### src/rtl/amstrad_mmu_pkg.sv
// Shared constants for the Amstrad expansion MMU: ASIC unlock sequence,
// register write codes and RAM page constants.
package amstrad_mmu_pkg;

  localparam int unsigned SEQ_LEN     = 17;
  localparam int unsigned BASE_PAGE   = 2;
  localparam int unsigned PAGE_OFFSET = 3;

  // Entry 0 is the first byte sent (FF), entry 16 the last (EE)
  localparam logic [SEQ_LEN-1:0][7:0] UNLOCK_SEQ = {
    8'hEE, 8'hCD, 8'h8A, 8'h15, 8'h2B, 8'h46, 8'h9C, 8'h39, 8'h62,
    8'hD4, 8'hA8, 8'h51, 8'hB3, 8'h77, 8'hFF, 8'h00, 8'hFF
  };

  localparam logic [2:0] RMR2_CODE = 3'b101;
  localparam logic [1:0] MMR_CODE  = 2'b11;

  typedef enum logic [1:0] {
    ST_LOCKED   = 2'd0,
    ST_SEQ      = 2'd1,
    ST_UNLOCKED = 2'd2
  } unlock_state_t;

endpackage

### src/rtl/asic_unlock_fsm.sv
// Plus ASIC unlock detector: tracks the 17-byte unlock sequence written to
// port BCxx and reports when the ASIC registers are unlocked.
module asic_unlock_fsm
  import amstrad_mmu_pkg::*;
(
  input  logic       i_clk,
  input  logic       i_rst_n,
  input  logic       i_event,
  input  logic [7:0] i_byte,
  input  logic       i_plus_mode,
  output logic       o_unlocked
);

  unlock_state_t r_state;
  logic [4:0]    r_idx;

  // r_idx holds the index of the next expected sequence byte
  always_ff @(posedge i_clk or negedge i_rst_n) begin
    if (!i_rst_n) begin
      r_state    <= ST_LOCKED;
      r_idx      <= 5'd0;
      o_unlocked <= 1'b0;
    end else if (!i_plus_mode) begin
      r_state    <= ST_LOCKED;
      r_idx      <= 5'd0;
      o_unlocked <= 1'b0;
    end else if (i_event) begin
      if (r_state != ST_UNLOCKED && i_byte == UNLOCK_SEQ[r_idx]) begin
        if (r_idx == 5'(SEQ_LEN - 1)) begin
          r_state    <= ST_UNLOCKED;
          r_idx      <= 5'd0;
          o_unlocked <= 1'b1;
        end else begin
          r_state    <= ST_SEQ;
          r_idx      <= r_idx + 5'd1;
          o_unlocked <= 1'b0;
        end
      end else if (i_byte == 8'hFF) begin
        r_state    <= ST_SEQ;
        r_idx      <= 5'd1;
        o_unlocked <= 1'b0;
      end else begin
        r_state    <= ST_LOCKED;
        r_idx      <= 5'd0;
        o_unlocked <= 1'b0;
      end
    end
  end

endmodule

### src/rtl/amstrad_mmu_ext.sv
// Amstrad CPC expansion MMU: RAM banking, upper/lower ROM selection and
// Plus ASIC unlock / register-page decode producing a flat physical address.
module amstrad_mmu_ext
  import amstrad_mmu_pkg::*;
#(
  parameter int unsigned RAM_PAGE_BITS = 5,
  parameter int unsigned EXT_A_BITS    = 1,
  parameter int unsigned ROM_BANK_BITS = 8,
  parameter int unsigned ADDR_W        = 23
) (
  input  logic                          CLK,
  input  logic                          reset_n,
  input  logic                          ram64k,
  input  logic                          romen_n,
  input  logic [(2**ROM_BANK_BITS)-1:0] rom_map,
  input  logic                          plus_mode,
  input  logic                          io_WR,
  input  logic [7:0]                    D,
  input  logic [15:0]                   A,
  output logic [ADDR_W-1:0]             ram_A,
  output logic                          asic_unlocked,
  output logic                          asic_page
);

  localparam int unsigned SEL_W = EXT_A_BITS + 3;

  logic                     r_old_wr;
  logic [RAM_PAGE_BITS-1:0] r_page;
  logic [2:0]               r_map;
  logic [ROM_BANK_BITS-1:0] r_rom_bank;
  logic [1:0]               r_lrom_loc;
  logic [2:0]               r_lrom_bank;

  logic                     w_event;
  logic                     w_mmr_wr;
  logic                     w_rom_wr;
  logic                     w_rmr2_wr;
  logic                     w_asic_evt;
  logic                     w_unlocked;
  logic [SEL_W-1:0]         w_mmr_sel;
  logic [RAM_PAGE_BITS-1:0] w_page_next;
  logic [ROM_BANK_BITS-1:0] w_rom_idx;
  logic                     w_lrom_hit;
  logic [RAM_PAGE_BITS-1:0] w_pg;
  logic [1:0]               w_blk;

  // Inverted high port-address bits extend the page number
  generate
    if (EXT_A_BITS == 0) begin : g_no_ext
      assign w_mmr_sel = D[5:3];
    end else begin : g_ext
      assign w_mmr_sel = {~A[8 +: EXT_A_BITS], D[5:3]};
    end
  endgenerate

  assign w_event     = io_WR & ~r_old_wr;
  assign w_mmr_wr    = w_event & ~A[15] & (D[7:6] == MMR_CODE) & ~ram64k;
  assign w_rom_wr    = w_event & ~A[13];
  assign w_rmr2_wr   = w_event & w_unlocked & ~A[15] & (D[7:5] == RMR2_CODE);
  assign w_asic_evt  = w_event & (A[15:8] == 8'hBC);
  assign w_page_next = RAM_PAGE_BITS'(w_mmr_sel) + RAM_PAGE_BITS'(PAGE_OFFSET);
  assign w_rom_idx   = ROM_BANK_BITS'(D);

  always_ff @(posedge CLK or negedge reset_n) begin
    if (!reset_n) begin
      r_old_wr    <= 1'b0;
      r_page      <= RAM_PAGE_BITS'(PAGE_OFFSET);
      r_map       <= 3'd0;
      r_rom_bank  <= '0;
      r_lrom_loc  <= 2'b00;
      r_lrom_bank <= 3'd0;
    end else begin
      r_old_wr <= io_WR;
      if (w_mmr_wr) begin
        r_page <= w_page_next;
        r_map  <= D[2:0];
      end
      if (w_rom_wr) begin
        r_rom_bank <= rom_map[w_rom_idx] ? w_rom_idx : '0;
      end
      if (w_rmr2_wr) begin
        r_lrom_loc  <= D[4:3];
        r_lrom_bank <= D[2:0];
      end
    end
  end

  asic_unlock_fsm u_unlock (
    .i_clk       (CLK),
    .i_rst_n     (reset_n),
    .i_event     (w_asic_evt),
    .i_byte      (D),
    .i_plus_mode (plus_mode),
    .o_unlocked  (w_unlocked)
  );

  assign asic_unlocked = w_unlocked;
  assign asic_page     = plus_mode & w_unlocked & (r_lrom_loc == 2'b11) & (A[15:14] == 2'b01);

  always_comb begin
    w_lrom_hit = (A[15:14] == 2'b00);
    case (r_lrom_loc)
      2'b01:   w_lrom_hit = (A[15:14] == 2'b01);
      2'b10:   w_lrom_hit = (A[15:14] == 2'b10);
      default: w_lrom_hit = (A[15:14] == 2'b00);
    endcase
  end

  // RAM bank decode for the eight classic expansion configurations
  always_comb begin
    w_pg  = RAM_PAGE_BITS'(BASE_PAGE);
    w_blk = A[15:14];
    if (r_map == 3'b010 || (A[15:14] == 2'b11 && !r_map[2] && r_map[0])) begin
      w_pg = r_page;
    end else if (A[15:14] == 2'b01 && r_map == 3'b011) begin
      w_blk = 2'b11;
    end else if (A[15:14] == 2'b01 && r_map[2]) begin
      w_pg  = r_page;
      w_blk = r_map[1:0];
    end
  end

  always_comb begin
    ram_A        = '0;
    ram_A[13:0]  = A[13:0];
    if (!romen_n && w_lrom_hit) begin
      ram_A[ADDR_W-1]             = 1'b1;
      ram_A[14 +: ROM_BANK_BITS]  = plus_mode ? ROM_BANK_BITS'(r_lrom_bank) : '0;
    end else if (!romen_n && A[15:14] == 2'b11) begin
      ram_A[ADDR_W-1]             = 1'b1;
      ram_A[14 +: ROM_BANK_BITS]  = r_rom_bank;
    end else begin
      ram_A[15:14]                = w_blk;
      ram_A[16 +: RAM_PAGE_BITS]  = w_pg;
    end
  end

endmodule

### config.mk
export PLATFORM = sky130hd
export DESIGN_NAME = amstrad_mmu_ext
export DESIGN_NICKNAME = d
export VERILOG_FILES = /design/src/rtl/amstrad_mmu_pkg.sv /design/src/rtl/asic_unlock_fsm.sv /design/src/rtl/amstrad_mmu_ext.sv
export SDC_FILE = /design/constraint.sdc
export NUM_CORES = 1
export LEC_CHECK = 0
export ABC_AREA = 1
export CAP_MARGIN = 10
export CORE_UTILIZATION = 24
export CTS_CLUSTER_SIZE = 28
export DETAILED_ROUTE_END_ITERATION = 12
export GPL_ROUTABILITY_DRIVEN = 0
export PLACE_DENSITY_LB_ADDON = 0.12
export SETUP_SLACK_MARGIN = 0.5
export SYNTH_ARGS = -nofsm -noshare
export SYNTH_HDL_FRONTEND = slang
export SYNTH_SLANG_ARGS = --single-unit
### constraint.sdc
create_clock -name CLK -period 5.4 [get_ports CLK]
set_input_delay 0.81 -clock CLK [delete_from_list [all_inputs] [get_ports CLK]]
set_output_delay 0.81 -clock CLK [all_outputs]
set_load 0.01 [all_outputs]
* After elaboration in Yosys (flattened, before gate mapping)
Memories as Yosys holds them, arrays and structs flattened.
Cells that the tools add are included.
** Storage, ports and cells
- Register bits after elaboration :: 30
- ROM bits :: 256
- Bits of input ports :: 286
- Output and inout bits :: 25
- Word-level logic and storage cells :: 87
- Memories kept :: 1
** Memories
- (name not given) :: depth 32, width 8, rd ports 1, clocked after Yosys merged registers in 0, write ports 0, line asic_unlock_fsm.sv:28 : if (r_state != ST_UNLOCKED && i_byte == UNLOCK_SEQ[r_idx]) begin
** Operators by class
- Add/subtract/negate cells :: 2
- Magnitude comparators :: 2
- Equality and inequality tests :: 16
- Muxes and demuxes :: 29
- Bitwise operators :: 17
- Reduce and logical (&&, ||, !) cells :: 11
** Operators by type and width (number)
- $mux W5 :: 7
- $eq A8 B8 Y1 const B :: 2
- $mux W2 :: 8
- $mux W8 :: 2
- $and A1 B1 Y1 :: 12
- $eq A2 B2 Y1 const B :: 5
- $lt A8 B9 Y1 const B :: 1
- $mux W9 :: 1
- $bmux W1 S8 :: 1
- $eq A8 B8 Y1 :: 1
- $logic_and A1 B1 Y1 :: 7
- $mux W1 :: 7
- $mux W7 :: 1
- $eq A3 B2 Y1 const B :: 2
- $lt A5 B6 Y1 const B :: 1
- $add A4 B2 Y5 const B :: 1
- $add A5 B1 Y5 const B :: 1
- $eq A5 B5 Y1 const B :: 1
- $not A1 Y1 :: 5
- $eq A2 B1 Y1 const B :: 2
- $eq A3 B3 Y1 const B :: 1
- $mux W3 :: 1
- $logic_not A1 Y1 :: 2
- $logic_not A2 Y1 :: 1
- 4 further kinds :: 4

* Depth between registers and ports, before layout
Gate-level depths: netlist of the first run.
- Word-level depth :: 7
- Depth in mapped cells :: 19
- Gate-level depth less buffers :: 17

* Cells and area by module
A second synthesis of the first run with hierarchy kept.
** Second synthesis, totals
- Cells, all modules :: 1015
- Area total of the unflattened synthesis :: 5129.9 um^2
** By module, submodules not included
- amstrad_mmu_ext :: times used 1, cells an instance 836, area an instance 4176.5 um^2, seq. area each 553.0 um^2
- asic_unlock_fsm :: times used 1, cells an instance 179, area an instance 953.4 um^2, seq. area each 175.2 um^2

* Worst setup path after synthesis of the first run
OpenSTA, ideal clock, no wires.
- Kind :: in2out
- Start :: input A[14]
- End :: output ram_A[16]
- Arrival :: 1.704 ns
- Required time :: 4.590 ns
- Setup slack :: 2.886 ns
- Stages on the path :: 8
- Path buffers :: 0
- Cell sequence :: inv_1 -> nor2_1 -> inv_1 -> nor2_1 -> nor2_1 -> inv_1 -> a21oi_1 -> o21ai_0
** Between the ends
- Word-level cells in the longest chain between the ends :: 7
- Elaborated cells between the ends (all ways) :: 17
- Those cells by class :: 3 x eq/ne; 6 x mux; 8 x reduce/logical
** Ends and longest elaborated chain
- start: declaration :: line amstrad_mmu_ext.sv:19 : input logic [15:0] A,
- $eq A2 B1 Y1 / $eq A2 B2 Y1 (equally long branches)
- $logic_and A1 B1 Y1, on equally long branches :: line amstrad_mmu_ext.sv:117, amstrad_mmu_ext.sv:113
- $mux W5 / $logic_and A1 B1 Y1 (equally long branches) :: line amstrad_mmu_ext.sv:117, amstrad_mmu_ext.sv:113
- $mux W5 / $logic_or A1 B1 Y1 (equally long branches) :: line amstrad_mmu_ext.sv:115, amstrad_mmu_ext.sv:113
- $mux W5 :: line amstrad_mmu_ext.sv:113 : if (r_map == 3'b010 || (A[15:14] == 2'b11 && !r_map[2] && r_map[0])) begin
- $mux W7 :: line amstrad_mmu_ext.sv:129 : end else if (!romen_n && A[15:14] == 2'b11) begin
- $mux W9 * :: line amstrad_mmu_ext.sv:126 : if (!romen_n && w_lrom_hit) begin
- end: declaration :: line amstrad_mmu_ext.sv:20 : output logic [ADDR_W-1:0] ram_A,
Mark *: on every way between the ends. The rest lies on a longest branch, timed or not.

* Final worst setup path of the first run
Same ends and word-level chain as after synthesis.

==> impl_results.md, run 1 <==
* Cells after synthesis at 918
* Max-slew violation count at 0
* Wirelength per Cell at 16.26 um
* Cts hold-fix bufs at 0
* TNS Setup at 0 ns
* Status: finished, final reports clean
* Minimum clock period at 3.665 ns
* DR vias at 6650
* Clock Sinks at 29
* Synth cell types at 36
* Commonest non-fill, non-tap cells in the layout: 462 x nand2_1, 292 x clkdlybuf4s50_1, 155 x nand3_1, 42 x a21oi_1, 36 x inv_1
* Via-per-instance ratio at 4.673
* RSZ-0062 raised after global routing: false
* Htree depth at 2
* Leakage Power at 3.617 nW
* IO buf count at 294
* Pwr Density at 139.2 mW/mm2
* Clk slew on worst S/H paths at 0.05 ns
* Deepest clock path buffer count at 2
* Worst slew pin tran at 0.9440 ns
* Largest net degree at the start of global routing at 93
* Initial antenna violation count at 1
* Detail Route Antenna Nets at 0
* Post_cts resized at 0
* Syn nets at 1213
* First-pass GRT wire length at 35320 um
* Worst setup margin at 1.735 ns
* Crit Path Class: in -> out
* # rows at 51
* Seq cells post-synth at 29
* # IOs at 311
* Post CTS Setup Buffer Count at 0
* Die X-Extent at 143.1 um
* GRT Resource Usage Total at 22.48%
* Worst-Skew Late Latency at 0.27 ns
* Synth top area share at 36.31%
* Max IR drop VDD at 0.0001565 V
* Clock skew at 0.001850 ns
* Initial DRC count at 353
* Final nets at 1451
* Final Cycle Share at 67.87%
* Max Cap Viol at 0
* Drt first pass iters at 5
* Ys Warns at 0
* Routed WL at 23130 um
* Die height at 143.1 um
* Top cells by area, synth: nand2_1 36%, nand3_1 16%, dfrtp_1 14%, a21oi_1 4.4%, buf_4 3.8%
* Hold path start: r_page[2]
* CTS tree: built
* Setup crit start: A[14]
* Critical Path End Type: primary output
* Num CTS Buffers at 5
* Synth area leader: nand2_1
* Fin. Hold Viols at 0
* Core area at 0.01946 mm2
* CP Max Fanout at 6
* Area growth from synthesis to layout at 63.43%
* Reg-to-Reg Start: u_unlock.r_idx[0]
* Residual DRC count at 0
* Fmax at 272.9 MHz
* Average cell area after synthesis at 5.202 um2
* Layout cells sized above 1 at 2.593%
* Setup violators final at 0
* Starting density of the core at 24.54%
* Hold Path Class: reg -> reg
* HPWL Detailed at 17790 um
* Slew headroom at 37.07%
* Hold_ws at 0.4866 ns
* Fill cells at 2198
* Grt ovf at 0
* Vias in the first global route at 6445
* Critical Path Source Type: input port
* CP Data Required Time at 4.59 ns
* Die area at 0.02047 mm2
* Root Driver: clkbuf_16
* Sequential area share after synthesis at 15.25%
* Pre-CTS setup slack at 1.729 ns
* Final Core Density at 40.10%
* WP data arrival at 2.85 ns
* Post-Syn Area at 0.004776 mm2
* Most common cell after layout, fill and taps aside: nand2_1
-- stage by stage --
stage | instance area, um2 | instances | power [mW]
4_1_cts | 7802 | 1422 | 1.099
5_1_grt | 7805 | 1423 | 1.157
6_report | 7805 | 1423 | 1.087
3_3_place_gp | 7630 | 1414 | 0.7663
3_5_place_dp | 7630 | 1414 | 0.7659
2_1_floorplan | 4776 | 918 | 0.4858
-- synth_stat cells (all sizes together) --
| cell type | count |
|---|---|
| ha | 9 |
| nand2 | 465 |
| dfstp | 2 |
| o21ai | 35 |
| nor4 | 2 |
| a31o | 1 |
| nand4 | 5 |
| clkbuf | 8 |
| inv | 42 |
| nor2 | 34 |
| o211ai | 6 |
| nand3b | 2 |
| clkinv | 5 |
| a21boi | 3 |
| dfrtp | 27 |
| or2 | 1 |
| nand3 | 155 |
| nor3b | 1 |
| a31oi | 2 |
| o41ai | 1 |
| nor3 | 2 |
| o22ai | 3 |
| xor2 | 5 |
| buf | 60 |
| a21oi | 42 |
-- report_power, final --
| group | total, mW | switching (mW) | internal [mW] |
|---|---|---|---|
| clock | 0.327 | 0.0973 | 0.230 |
| sequential | 0.256 | 0.0155 | 0.241 |
| combinational | 0.503 | 0.230 | 0.273 |
| total | 1.09 | 0.343 | 0.744 |
-- cell families after synthesis --
logic type	after synthesis	synth area share, %
buffers and inverters	115	13.18
XOR/XNOR	5	0.9169
AO/OA/AOI/OAI	93	10.58
AND/OR/NAND/NOR	667	57.72
flip-flops	29	15.25
adder cells (fa/ha/maj)	9	2.358
-- sequential cells by signal, summed over array words and instances, names as in the netlist --
| name | count |
|---|---|
| r_old_wr | 1 |
| r_lrom_loc | 2 |
| r_lrom_bank | 3 |
| r_page | 5 |
| r_map | 3 |
| u_unlock.o_unlocked | 1 |
| u_unlock.r_state | 1 |
| r_rom_bank | 8 |
| u_unlock.r_idx | 5 |
-- layout make-up --
class	instances	area, um2	area share, %
Antenna cell	1	2.502	0.03206
Inverter	47	178.9	2.292
Clock inverter	1	30.03	0.3847
Clock buffer	7	142.6	1.828
Timing Repair Buffer	299	2973	38.09
Tap cell	265	331.6	4.248
Sequential cell	29	728.2	9.330
Multi-Input combinational cell	774	3418	43.80
-- path summary, 6_finish.rpt --
kind,to,slack [ns],cells past startpoint
worst min register to register,r_page[2],0.49,2
worst min-delay path,r_page[2],0.49,2
max in group asynchronous,r_page[0],4.14,2
min in group asynchronous,r_lrom_bank[0],0.93,2
worst max register to register,u_unlock.r_idx[4],3.06,12
worst max-delay path,ram_A[16],1.74,10
-- routing by layer --
layer  part of all wire, %  GRT usage [%]  vias to the layer above
li1                      -              -                     3416
met1                    44          27.83                     2972
met2                    47          39.82                      230
met3                   6.4          3.521                       32
met4                   2.7          6.395                        0
met5                     0              0                        -
-- critical path, stage by stage --
cell and delay [ns]:
clkdlybuf4s50_1 0.52, inv_1 0.09, nor2_1 0.17, nand2_1 0.09, nand3b_1 0.09, nand2_1 0.13
inv_1 0.21, nand3_1 0.09, o21ai_0 0.09, clkdlybuf4s50_1 0.56
Power figures use the tool's default switching activity.
==> inputs of run 2 (changes only) <==
Clock period 5.4 ns to 3 ns, I/O delays scaled along.
==> impl_results.md, run 2 (synthesis gave the netlist of run 1 again) <==
* Htree depth at 2 (unchanged)
* IO buf count at 294 (unchanged)
* Worst slew pin tran at 0.6648 ns (-0.2793 ns)
* Status: finished, final reports clean
* Deepest clock path buffer count at 2 (unchanged)
* RSZ-0062 raised after global routing: false
* Max IR drop VDD at 0.0001646 V (+5.1%)
* Clk slew on worst S/H paths at 0.05 ns (about the same)
* Root Driver: clkbuf_16
* Worst R2R Path Depth at 12 (unchanged)
* CP Max Fanout at 5 (-1)
* Leakage Power at 3.738 nW (+3.3%)
* Die height at 143.1 um (unchanged)
* Die X-Extent at 143.1 um (unchanged)
* Fill cells at 2157 (-1.9%)
* Crit path top cell by count: a21oi_1
* Regs by FF count: r_rom_bank: 8 flops, r_page: 5 flops, u_unlock.r_idx: 5 flops
* Residual DRC count at 0 (unchanged)
* Sequential cell area at 729.5 um2 (+0.17%)
* # rows at 51 (unchanged)
* Detail Route Antenna Nets at 0 (unchanged)
* Routed WL at 23460 um (+1.4%)
* Via-per-instance ratio at 4.644 (-0.63%)
* Slew headroom at 55.48% (+18 points)
* Clock skew at 0.002292 ns (+0.0004416 ns)
* Grt ovf at 0 (unchanged)
* Starting density of the core at 24.54% (unchanged)
* Reg-to-Reg Start: u_unlock.r_idx[0]
* Layout cells sized above 1 at 5.183% (+2.6 points)
* Die area at 0.02047 mm2 (unchanged)
* Final Cycle Share at 79.00%
* Minimum clock period at 2.370 ns
* Initial antenna violation count at 1 (unchanged)
* Hold path start: r_lrom_bank[0]
* TNS Setup at 0 ns (unchanged)
* Reg2reg setup slack at 0.73 ns (-2.33 ns)
* GRT Resource Usage Total at 22.72% (+0.24 points)
* Hold Path Class: reg -> reg
* DR vias at 6701 (+0.77%)
* Most common cell after layout, fill and taps aside: nand2_1
* Clock Sinks at 29 (unchanged)
* Critical Path Source Type: flop
* Fin. Hold Viols at 0 (unchanged)
* WP data arrival at 1.92 ns (-0.93 ns)
* Final nets at 1471 (+1.4%)
* CTS tree: built
* Largest Register: r_rom_bank
* Vias in the first global route at 6700 (+4.0%)
* Fmax at 421.9 MHz
* Slowest cell on crit path: dfrtp_1
* Initial DRC count at 346 (-2.0%)
* Largest net degree at the start of global routing at 66 (-29%)
* Hold path depth at 2 (unchanged)
* CP cell instances: inv_1, ha_1, a21oi_1, nand2_2, buf_4, o21ai_0, a21oi_1, a31o_2, clkbuf_2
* Drt first pass iters at 4 (-1)
* Crit Path Class: reg -> out
* HPWL Detailed at 18520 um (+4.1%)
* Worst hold path endpoint: r_lrom_bank[0]
* CP Data Required Time at 2.55 ns (-2.04 ns)
* Placed Cells at 1430 (+1.1%)
* Worst-Skew Late Latency at 0.28 ns (about the same)
* Max incr delay on CP at 0.38 ns (-0.18 ns)
* First-pass GRT wire length at 35780 um (+1.3%)
* Max Cap Viol at 0 (unchanged)
* Commonest non-fill, non-tap cells in the layout: 461 x nand2_1, 283 x clkdlybuf4s50_1, 155 x nand3_1, 42 x a21oi_1, 33 x inv_1
* Wirelength per Cell at 16.26 um (about the same)
* Pwr Density at 235.0 mW/mm2 (+69%)
* Core area at 0.01946 mm2 (unchanged)
* Critical Path End Type: primary output
* Num CTS Buffers at 5 (unchanged)
* Max-slew violation count at 0 (unchanged)
* Count of non-filler cells in the finished layout at 1443 (+1.4%)
* Setup violators final at 0 (unchanged)
* Max reg flops at 8 (unchanged)
* R2r endpoint: u_unlock.r_state[0]
* Area growth from synthesis to layout at 67.36%
* # IOs at 311 (unchanged)
* Multi-input logic area at 0.003426 mm2 (+0.22%)
run 2: cell count changes in the layout (fill, tap and decap cells not counted), sizes merged:
cell           change
clkdlybuf4s50      -9
clkinv             +2
clkinvlp           +1
dlygate4sd2        +6
clkdlybuf4s15      +1
bufinv             -1
buf               +20
run 2: worst max path at each step:
stage,from,to
6_report,r_lrom_loc[0],ram_A[15]
5_1_grt,u_unlock.r_idx[1],u_unlock.r_state[0]
4_1_cts,r_lrom_loc[1],ram_A[15]
3_5_place_dp,A[14],ram_A[16]
3_3_place_gp,A[14],ram_A[16]
2_1_floorplan,u_unlock.r_idx[0],u_unlock.r_idx[4]
run 2: layout make-up:
type,count,area share [%]
multi-input cells,774,42.86
clock buffers,5,1.565
inverters,47,2.239
diodes,1,0.03131
well taps,265,4.148
clock inverters,3,0.2192
flip-flops and latches,29,9.126
repair buffers,319,39.81
run 2: layer usage:
layer / share of wire [%] / vias up / global-route usage (%)
li1: - / 3458 / -
met1: 43 / 2953 / 27.09
met3: 6.8 / 46 / 4.628
met5: 0 / - / 0
met4: 3.1 / 0 / 7.301
met2: 47 / 244 / 40.36
run 2: power breakdown:
group / switching [mW] / total [mW] / internal [mW]
combinational: 0.423 / 0.931 / 0.508
clock: 0.180 / 0.483 / 0.303
sequential: 0.0315 / 0.465 / 0.433
run 2: through the flow:
stage | cell area [um2] | hold slack [ns] | utilization, % | power (mW) | setup slack, ns
after floorplan | 4776 | 0.1544 | - | 0.8744 | 1.011
after global placement | 7825 | 0.4794 | 40.21 | 1.410 | 0.1308
after detailed placement | 7825 | 0.4793 | 40.21 | 1.412 | 0.07177
after CTS | 7989 | 0.4927 | 41.05 | 1.893 | 0.5398
after global routing | 7993 | 0.5113 | 41.07 | 2.010 | 0.5219
final | 7993 | 0.4895 | 41.07 | 1.879 | 0.6299
run 2: repair_timing:
action                     CTS  global route
gates resized for setup     17             6
pin swaps                    1             1
setup endpoints to repair    8             7
buffers inserted             3             1
hold buffers                 0             0
run 2: critical path: cells and delay by family (launching register included):
kind | cells | cell delay (ns)
AO/OA/AOI/OAI | 4 | 0.52
adder cells (fa/ha/maj) | 1 | 0.29
buffers and inverters | 3 | 0.34
flip-flops | 1 | 0.38
AND/OR/NAND/NOR | 1 | 0.11
